<file path="src/rtl/controller_wr.sv">
// rtl/controller_wr.sv - async FIFO write-side controller
// Write pointer generation, read-pointer synchronizer and full/almost_full/overflow flags.
module controller_wr #(
  parameter int PTRWIDTH  = 4,
  parameter int AF_THRESH = 14
) (
  input  logic                wclk,
  input  logic                reset_L,
  input  logic                push,
  output logic                full,
  output logic                almost_full,
  output logic                overflow,
  output logic                wen,
  output logic [PTRWIDTH-1:0] waddr,
  output logic [PTRWIDTH:0]   wrptr_bin,
  output logic [PTRWIDTH:0]   wrptr_gray,
  input  logic [PTRWIDTH:0]   rdptr_gray
);

  localparam int PW = PTRWIDTH + 1;
  localparam logic [PW-1:0] DEPTH_C = PW'(1) << PTRWIDTH;
  localparam logic [PW-1:0] AF_C    = PW'(AF_THRESH);

  logic [PW-1:0] rd_ff1_q, rd_ff2_q;
  logic [PW-1:0] wrptr_bin_q, wrptr_bin_d;
  logic [PW-1:0] wrptr_gray_q, wrptr_gray_d;
  logic [PW-1:0] rdptr_bin_sync;
  logic [PW-1:0] level;
  logic          overflow_q, overflow_d;
  logic          full_w, almost_full_w, wen_w;

  function automatic logic [PW-1:0] gray2bin(input logic [PW-1:0] g);
    logic [PW-1:0] b;
    b = g;
    for (int i = PW - 2; i >= 0; i--) begin
      b[i] = b[i+1] ^ g[i];
    end
    return b;
  endfunction

  // Flags depend only on registered state, so push never reaches full combinationally.
  always_comb begin
    rdptr_bin_sync = gray2bin(rd_ff2_q);
    level          = wrptr_bin_q - rdptr_bin_sync;
    full_w         = (level == DEPTH_C);
    almost_full_w  = (level >= AF_C);
    wen_w          = push && !full_w;
    wrptr_bin_d    = wrptr_bin_q;
    wrptr_gray_d   = wrptr_gray_q;
    if (wen_w) begin
      wrptr_bin_d  = wrptr_bin_q + PW'(1);
      wrptr_gray_d = wrptr_bin_d ^ (wrptr_bin_d >> 1);
    end
    overflow_d     = overflow_q | (push & full_w);
  end

  always_ff @(posedge wclk or negedge reset_L) begin
    if (!reset_L) begin
      rd_ff1_q     <= '0;
      rd_ff2_q     <= '0;
      wrptr_bin_q  <= '0;
      wrptr_gray_q <= '0;
      overflow_q   <= 1'b0;
    end else begin
      rd_ff1_q     <= rdptr_gray;
      rd_ff2_q     <= rd_ff1_q;
      wrptr_bin_q  <= wrptr_bin_d;
      wrptr_gray_q <= wrptr_gray_d;
      overflow_q   <= overflow_d;
    end
  end

  assign full        = full_w;
  assign almost_full = almost_full_w;
  assign overflow    = overflow_q;
  assign wen         = wen_w;
  assign waddr       = wrptr_bin_q[PTRWIDTH-1:0];
  assign wrptr_bin   = wrptr_bin_q;
  assign wrptr_gray  = wrptr_gray_q;

endmodule
</file>
<file path="config.mk">
export PLATFORM = sky130hd
export DESIGN_NAME = controller_wr
export DESIGN_NICKNAME = d
export VERILOG_FILES = /design/src/rtl/controller_wr.sv
export SDC_FILE = /design/constraint.sdc
export NUM_CORES = 1
export LEC_CHECK = 0
export ABC_AREA = 1
export ABC_CLOCK_PERIOD_IN_PS = 4100
export BUFFER_PORTS_ARGS = -buffer_cell sky130_fd_sc_hd__buf_2
export CORE_AREA = 2 2 64 66
export DETAILED_ROUTE_END_ITERATION = 8
export DIE_AREA = 0 0 66 68
export REMOVE_ABC_BUFFERS = 1
export SLEW_MARGIN = 20
export SYNTH_ARGS = -nofsm -noshare
export SYNTH_HDL_FRONTEND = slang
export SYNTH_SLANG_ARGS = --single-unit
</file>
<file path="constraint.sdc">
create_clock -name wclk -period 4.1 [get_ports wclk]
set_input_delay 0.41 -clock wclk [delete_from_list [all_inputs] [get_ports wclk]]
set_output_delay 0.41 -clock wclk [all_outputs]
set_load 0.02 [all_outputs]
</file>
# == Yosys cells after proc, flatten, opt, wreduce, memory -nomap -nowiden ==
# Index checks and enable logic that the tools add are counted.
# totals
regBits,21
word_cells,18
latchBits,0
memories,0
out_inout_bits,18
inputBits,8
ram_bits,0
rom_bits,0
# classes
div_mod_pow,0
eq_ne,1
n_mux,0
n_shift,0
n_reduce_logical,2
order_cmp,1
bitwise_logic,7
n_addsub,2
multipliers,0
# op_table
operator,count
"adder 5 x 1 -> 5 bit, second input constant",1
"equality test 5 bit, second input constant",1
">= comparator 5 x 4 -> 1 bit, second input constant",1
subtractor 5 bit,1
bitwise XOR 5 x 4 -> 5 bit,1
bitwise XOR 1 bit,4
bitwise AND 1 bit,1
logical AND 1 bit,1
zero test 1 bit,1
OR 1 bit,1

# == Logic depth before layout (Yosys ltp) ==
# Gate-level depths: netlist of run 1.
# depth
ltp_word,8
ltp_mapped,20
depth_no_buf,20

# == Worst setup path before layout of run 1 ==
# OpenSTA, ideal clock, no wires.
# synth_timing
path_kind,register to output
start,register rd_ff2_q[4]
end,output port full
t_required_ns,3.690
path_slack_ns,1.398
t_arrival_ns,2.292
path_stages_with_launch,19
path_buffers,1
path_cell_list,dfrtp_1 > xnor2_2 > inv_1 > nand2_1 > nand3_1 > nand2_2 > nand2_1 > nand2_1 > inv_1 > ha_1 > fa_1 > inv_1 > nand3_1 > nand3_1 > nand2_1 > nand2_1 > nand3_2 > buf_6 > inv_1
# synth_between
elab_chain_cells,6
# synth_lines
item,line_no,text
"start, declared",24,"logic [PW-1:0] rd_ff1_q, rd_ff2_q;"
"start signal, assigned",66,rd_ff2_q <= rd_ff1_q;
bitwise XOR 1 bit (4 in series),36,b[i] = b[i+1] ^ g[i];
subtractor 5 bit (*),44,level = wrptr_bin_q - rdptr_bin_sync;
equality test 5 bit (*),45,full_w = (level == DEPTH_C);
"end, declared",10,"output logic full,"
# Every way passes the cells marked *; elsewhere a longest branch is shown, timed or not.

# == Final worst setup path of run 1 ==
# layout_timing
start,register rd_ff2_q[4]
end,output port wen
# layout_between
elab_chain_cells,8
# layout_lines
item,line_no,text
bitwise XOR 1 bit (4 in series),36,
subtractor 5 bit (*),44,
equality test 5 bit (*),45,
zero test 1 bit (*),47,wen_w = push && !full_w;
logical AND 1 bit (*),47,
"end, declared",13,"output logic wen,"
# Marked as above.

==> flow_metrics.py, run 1 <==
metrics = {
    "timing": {
        "finalCritPeriodShare_pct": 84.4,
        "fin_skew_ns": 0.00522,
        "setup_ws_ns": 0.640,
        "hold_violations": 0,
        "max_freq_mhz": 289,
        "slew_headroom_pct": 71.2,
        "maxSlewViolCount": 0,
        "setup_viol": 0,
        "worstMarginPinSlew_ns": 0.431,
        "totalNegativeSetupSlack_ns": 0,
        "fin_crit_ns": 3.46,
        "rsz0062_at_grt": "no",
    },
    "flow_run": {
        "maxCapViolCount": 0,
    },
    "drt": {
        "drc": 0,
        "wl_per_cell_um": 9.21,
        "via_per_inst": 4.12,
        "drtPass1Iterations": 3,
        "wl_um": 1840,
        "dr_total_vias": 823,
        "drt-initial-drc-count": 18,
        "detail-route-antenna-nets": 0,
    },
    "synth": {
        "synthDominantCellAreaShare_pct": 45.0,
        "yosysSeqAreaShare_pct": 45.0,
        "synth_warnings": 0,
        "syn-instance-count": 129,
        "netlist_top_cells_area": "dfrtp_1 45%, nand2_1 13%, nand3_1 7.6%",
        "ys_seq_elements": 20,
        "synth_area_sq_mm": 0.00111,
        "syn_area_per_cell_sq_um": 8.62,
        "yosys.area.top_type": "dfrtp_1",
        "synth_cell_types": 18,
    },
    "die": {
        "design.die.area_sq_mm": 0.00449,
        "coreArea_sq_mm": 0.00386,
        "fp-row-count": 23,
        "start_util_pct": 28.8,
        "die_h_um": 68,
        "chipWidth_um": 66,
        "io_pins": 26,
    },
    "worst_setup_path": {
        "cp.required_ns": 3.69,
        "critical_path_class": "reg2out",
        "cp.arrival_ns": 3.05,
        "worstSetupEndpointType": "output pin",
        "worstPathMaxFanout": 12,
        "start_kind": "flop",
    },
    "clock_network": {
        "clk_path_buf_depth": 2,
        "cts_root_buf": "clkbuf_8",
        "path_clk_slew_ns": 0.07,
        "ctsHoldBuffers": 0,
        "cts.sinks": 20,
        "htreeDepth": 1,
        "insertion_delay_ns": 0.25,
        "cts_made_buffers": 3,
        "cts.repair.resized": 0,
        "cts_tree": "yes",
        "postCtsSetupBuffers": 0,
    },
    "place": {
        "io_buffers": 25,
        "post-place-ws_ns": 0.892,
        "globalplace.congestion": 0.812,
        "hpwl_um": 1410,
    },
    "cells_and_area": {
        "drive_gt1_share_pct": 24.0,
        "diodes": 0,
        "mostFrequentLayoutCell": "nand2_1",
        "area_growth_pct": 16.4,
        "fill_cells": 435,
        "nets": 165,
        "final_cell_mix": "39 x nand2_1, 25 x buf_2, 20 x dfrtp_1",
    },
    "power_and_ir_drop": {
        "powerDensity_mw_per_mm2": 752,
        "ir_worst_vdd_v": 0.000384,
        "p_leak_nw": 0.736,
    },
    "outcome": {
        "status": "complete, no violations",
    },
    "global_route": {
        "gr-total-overflow": 0,
        "grt_max_degree": 21,
        "grt_pass1_wl_um": 3130,
        "grt_pass1_vias": 723,
        "antenna_found_initial": 0,
        "grt_use_total_pct": 9.18,
    },
    "hold_path": {
        "hp-class": "in2async",
    },
}
logic make-up (layout without fill, tap and decap cells):
kind of cell | after synthesis | count (layout) | synth area share, %
AOI/OAI and AO/OA | 3 | 3 | 2.14
and+or+nand+nor | 64 | 64 | 25.0
adders and majority gates | 6 | 6 | 7.42
xor gates and xnor gates | 11 | 11 | 9.34
buffers and inverters | 25 | 46 | 11.1
DFF | 20 | 20 | 45.0
path summary, 6_finish.rpt:
check,from,end,slack [ns],cells after the start
max,rd_ff2_q[4]$_DFF_PN0_,wen,0.64,19
min,reset_L,wrptr_gray[3]$_DFFE_PN0P_,0.09,1
max reg2reg,rd_ff2_q[4]$_DFF_PN0_,wrptr_bin[2]$_DFFE_PN0P_,1.32,19
min reg2reg,rd_ff1_q[2]$_DFF_PN0_,rd_ff2_q[2]$_DFF_PN0_,0.35,0
max in group asynchronous,reset_L,rd_ff1_q[1]$_DFF_PN0_,3.71,1
min in group wclk,rdptr_gray[2],rd_ff1_q[2]$_DFF_PN0_,0.26,1
cell usage after synthesis (all sizes together):
| master | n |
|---|---|
| inv | 17 |
| a21oi | 1 |
| fa | 1 |
| nand2 | 43 |
| xor2 | 5 |
| o21bai | 2 |
| buf | 8 |
| xnor2 | 6 |
| nor2 | 3 |
| nand3 | 18 |
| dfrtp | 20 |
| ha | 5 |
area by class of cell:
class,instances,area (sq um),share of cell area (%)
inverters,17,63.8,4.93
well taps,50,62.6,4.83
repair buffers,25,125,9.66
flip-flops and latches,20,500,38.6
multi-input cells,84,488,37.7
clock buffers,4,55.1,4.25
metal layers:
metal | global-route usage [%] | routed length [um]
met1 | 11.3 | 857
met5 | 0 | 0
met2 | 14.8 | 859
met4 | 4.59 | 27
met3 | 2.63 | 96
power breakdown:
group / total, mW / switching [mW] / internal [mW]
logic: 0.524 / 0.320 / 0.204
clock network: 0.145 / 0.0599 / 0.0853
registers: 0.305 / 0.0579 / 0.247
total: 0.974 / 0.438 / 0.536
state kept, by name (all words and copies together) (netlist names):
signal and count:
wrptr_bin 5, wrptr_gray 4, rd_ff1_q 5, overflow 1, rd_ff2_q 5
metrics by stage:
stage / hold WS [ns] / cells / util, % / total power [mW] / instance area (sq um)
final: 0.0865 / 200 / 33.6 / 0.974 / 1290
after floorplan: 0.114 / 121 / - / 0.695 / 1050
after CTS: 0.103 / 200 / 33.6 / 0.990 / 1290
after global placement: 0.333 / 196 / 32.2 / 0.833 / 1240
after global routing: 0.120 / 200 / 33.6 / 1.07 / 1290
after detailed placement: 0.336 / 196 / 32.2 / 0.839 / 1240
critical path, cell delays in order (launching register included):
cell,delay (ns)
dfrtp_1,0.43
xnor2_2,0.19
inv_1,0.06
nand2_1,0.08
nand3_1,0.11
nand2_2,0.10
nand2_1,0.05
nand2_1,0.05
inv_1,0.04
ha_1,0.19
fa_1,0.42
inv_1,0.07
nand3_1,0.06
nand3_1,0.07
nand2_1,0.05
nand2_1,0.10
nand3_2,0.24
nand2_2,0.27
inv_1,0.06
buf_2,0.15
(Power assumes the default switching activity.)
==> run 2, diff against run 1 <==
ABC_CLOCK_PERIOD_IN_PS = 3250   (was 4100)
clock period = 3.25 ns   (was 4.1 ns; I/O delays follow)
==> flow_metrics.py, run 2 (synthesis results as in run 1) <==
metrics = {
    "timing": {
        "holdWs_ns": 0.00220,
        "max_freq_mhz": 327,
        "setup_viol": 0,
        "worstMarginPinSlew_ns": 0.447,
        "hold_violations": 0,
        "fin_crit_ns": 3.06,
        "slew_headroom_pct": 70.2,
        "fin_skew_ns": 0.00343,
        "finalCritPeriodShare_pct": 94.2,
        "maxSlewViolCount": 0,
    },
    "clock_network": {
        "cts_tree": "yes",
        "path_clk_slew_ns": 0.07,
        "cts_root_buf": "clkbuf_8",
        "ctsHoldBuffers": 0,
        "cts_made_buffers": 3,
        "clk_path_buf_depth": 2,
        "htreeDepth": 1,
        "insertion_delay_ns": 0.26,
        "cts.sinks": 20,
    },
    "global_route": {
        "grt_pass1_vias": 668,
        "grt_max_degree": 21,
        "antenna_found_initial": 0,
        "grt_use_total_pct": 8.24,
        "gr-total-overflow": 0,
        "grt_pass1_wl_um": 2850,
    },
    "die": {
        "start_util_pct": 28.8,
        "chipWidth_um": 66,
        "io_pins": 26,
        "die_h_um": 68,
        "coreArea_sq_mm": 0.00386,
        "design.die.area_sq_mm": 0.00449,
        "fp-row-count": 23,
    },
    "drt": {
        "drt-initial-drc-count": 17,
        "drtPass1Iterations": 4,
        "dr_total_vias": 835,
        "via_per_inst": 4.11,
        "wl_um": 1870,
        "wl_per_cell_um": 9.19,
        "detail-route-antenna-nets": 0,
        "drc": 0,
    },
    "cells_and_area": {
        "drive_gt1_share_pct": 26.8,
        "stdcell_area_sq_mm": 0.00134,
        "mostFrequentLayoutCell": "nand2_1",
        "register_area_sq_um": 500,
        "multiInputGateArea_sq_um": 498,
        "fill_cells": 417,
        "area_growth_pct": 20.8,
        "final_cell_mix": "39 x nand2_1, 25 x buf_2, 20 x dfrtp_1",
        "nets": 168,
        "diodes": 0,
    },
    "power_and_ir_drop": {
        "p_total_mw": 1.31,
        "p_leak_nw": 0.757,
        "powerDensity_mw_per_mm2": 977,
        "ir_worst_vdd_v": 0.000483,
    },
    "place": {
        "dpl_cell_area_sq_mm": 0.00125,
        "globalplace.congestion": 0.796,
        "io_buffers": 25,
        "hpwl_um": 1370,
    },
    "worst_setup_path": {
        "r2r_slack_ns": 0.65,
        "worstSetupEndpointType": "output pin",
        "worst_r2r_path_depth": 16,
        "r2r_end": "wrptr_gray[3]$_DFFE_PN0P_",
        "worstPathMaxFanout": 5,
        "cp.required_ns": 2.92,
        "critical_path_class": "reg2out",
        "r2r_start": "rd_ff2_q[4]$_DFF_PN0_",
        "start_kind": "flop",
        "cp.arrival_ns": 2.74,
    },
    "flow_run": {
        "maxCapViolCount": 0,
    },
    "outcome": {
        "status": "complete, no violations",
    },
    "hold_path": {
        "hp-class": "in2async",
    },
}
==> run 2: worst max-delay path, cell delays in order (launching register included) <==
cell	delay [ns]
dfrtp_1	0.43
xnor2_2	0.21
inv_1	0.06
nand2_1	0.08
nand3_1	0.11
nand2_2	0.11
nand2_1	0.05
nand2_1	0.05
inv_1	0.04
ha_1	0.20
fa_2	0.54
nand2_1	0.06
nor2_2	0.11
nand3_2	0.12
nand2_4	0.11
inv_1	0.04
buf_2	0.15
==> run 2: worst max path at each step <==
stage / startpoint / end / slack, ns
after global placement: rd_ff2_q[4]$_DFF_PN0_ / wen / 0.42
after detailed placement: rd_ff2_q[4]$_DFF_PN0_ / wen / 0.39
after CTS: rd_ff2_q[4]$_DFF_PN0_ / wen / 0.09
after floorplan: rd_ff2_q[4]$_DFF_PN0_ / wen / 0.52
final: rd_ff2_q[4]$_DFF_PN0_ / wen / 0.19
after global routing: rd_ff2_q[4]$_DFF_PN0_ / wen / -0.008
==> run 2: layout make-up <==
class                   count  area share, %
flip-flops and latches     20           37.2
multi-input cells          84           37.1
repair buffers             28           11.0
inverters                  17           4.75
well taps                  50           4.66
clock buffers               3           3.07
clock inverters             1           2.23
==> run 2: timing repair <==
item                                    in CTS  in global routing
endpoints found under the setup margin       0                  1
resized for setup                            0                  3
buffers inserted                             0                  2
==> run 2: layer usage <==
metal | track usage [%] | wire length [um] | vias to the layer above
met1 | 10.4 | 875 | 375
met3 | 2.14 | 92 | 5
li1 | - | - | 437
met5 | 0 | 0 | -
met4 | 4.59 | 40 | 0
met2 | 12.9 | 857 | 18
==> run 2: power breakdown <==
part	total [mW]	internal, mW	leakage, nW	switching (mW)
Combinational	0.683	0.270	0.480	0.412
Sequential	0.385	0.312	0.241	0.0731
Clock	0.245	0.164	0.0357	0.0805
==> run 2: stage by stage <==
step	utilization [%]	TNS (ns)	cells	setup slack (ns)
after global placement	32.3	0	197	0.424
after detailed placement	32.3	0	197	0.389
after global routing	34.8	-0.00850	203	-0.00850
final	34.8	0	203	0.190
after CTS	34.2	0	201	0.0899
after floorplan	-	0	121	0.525
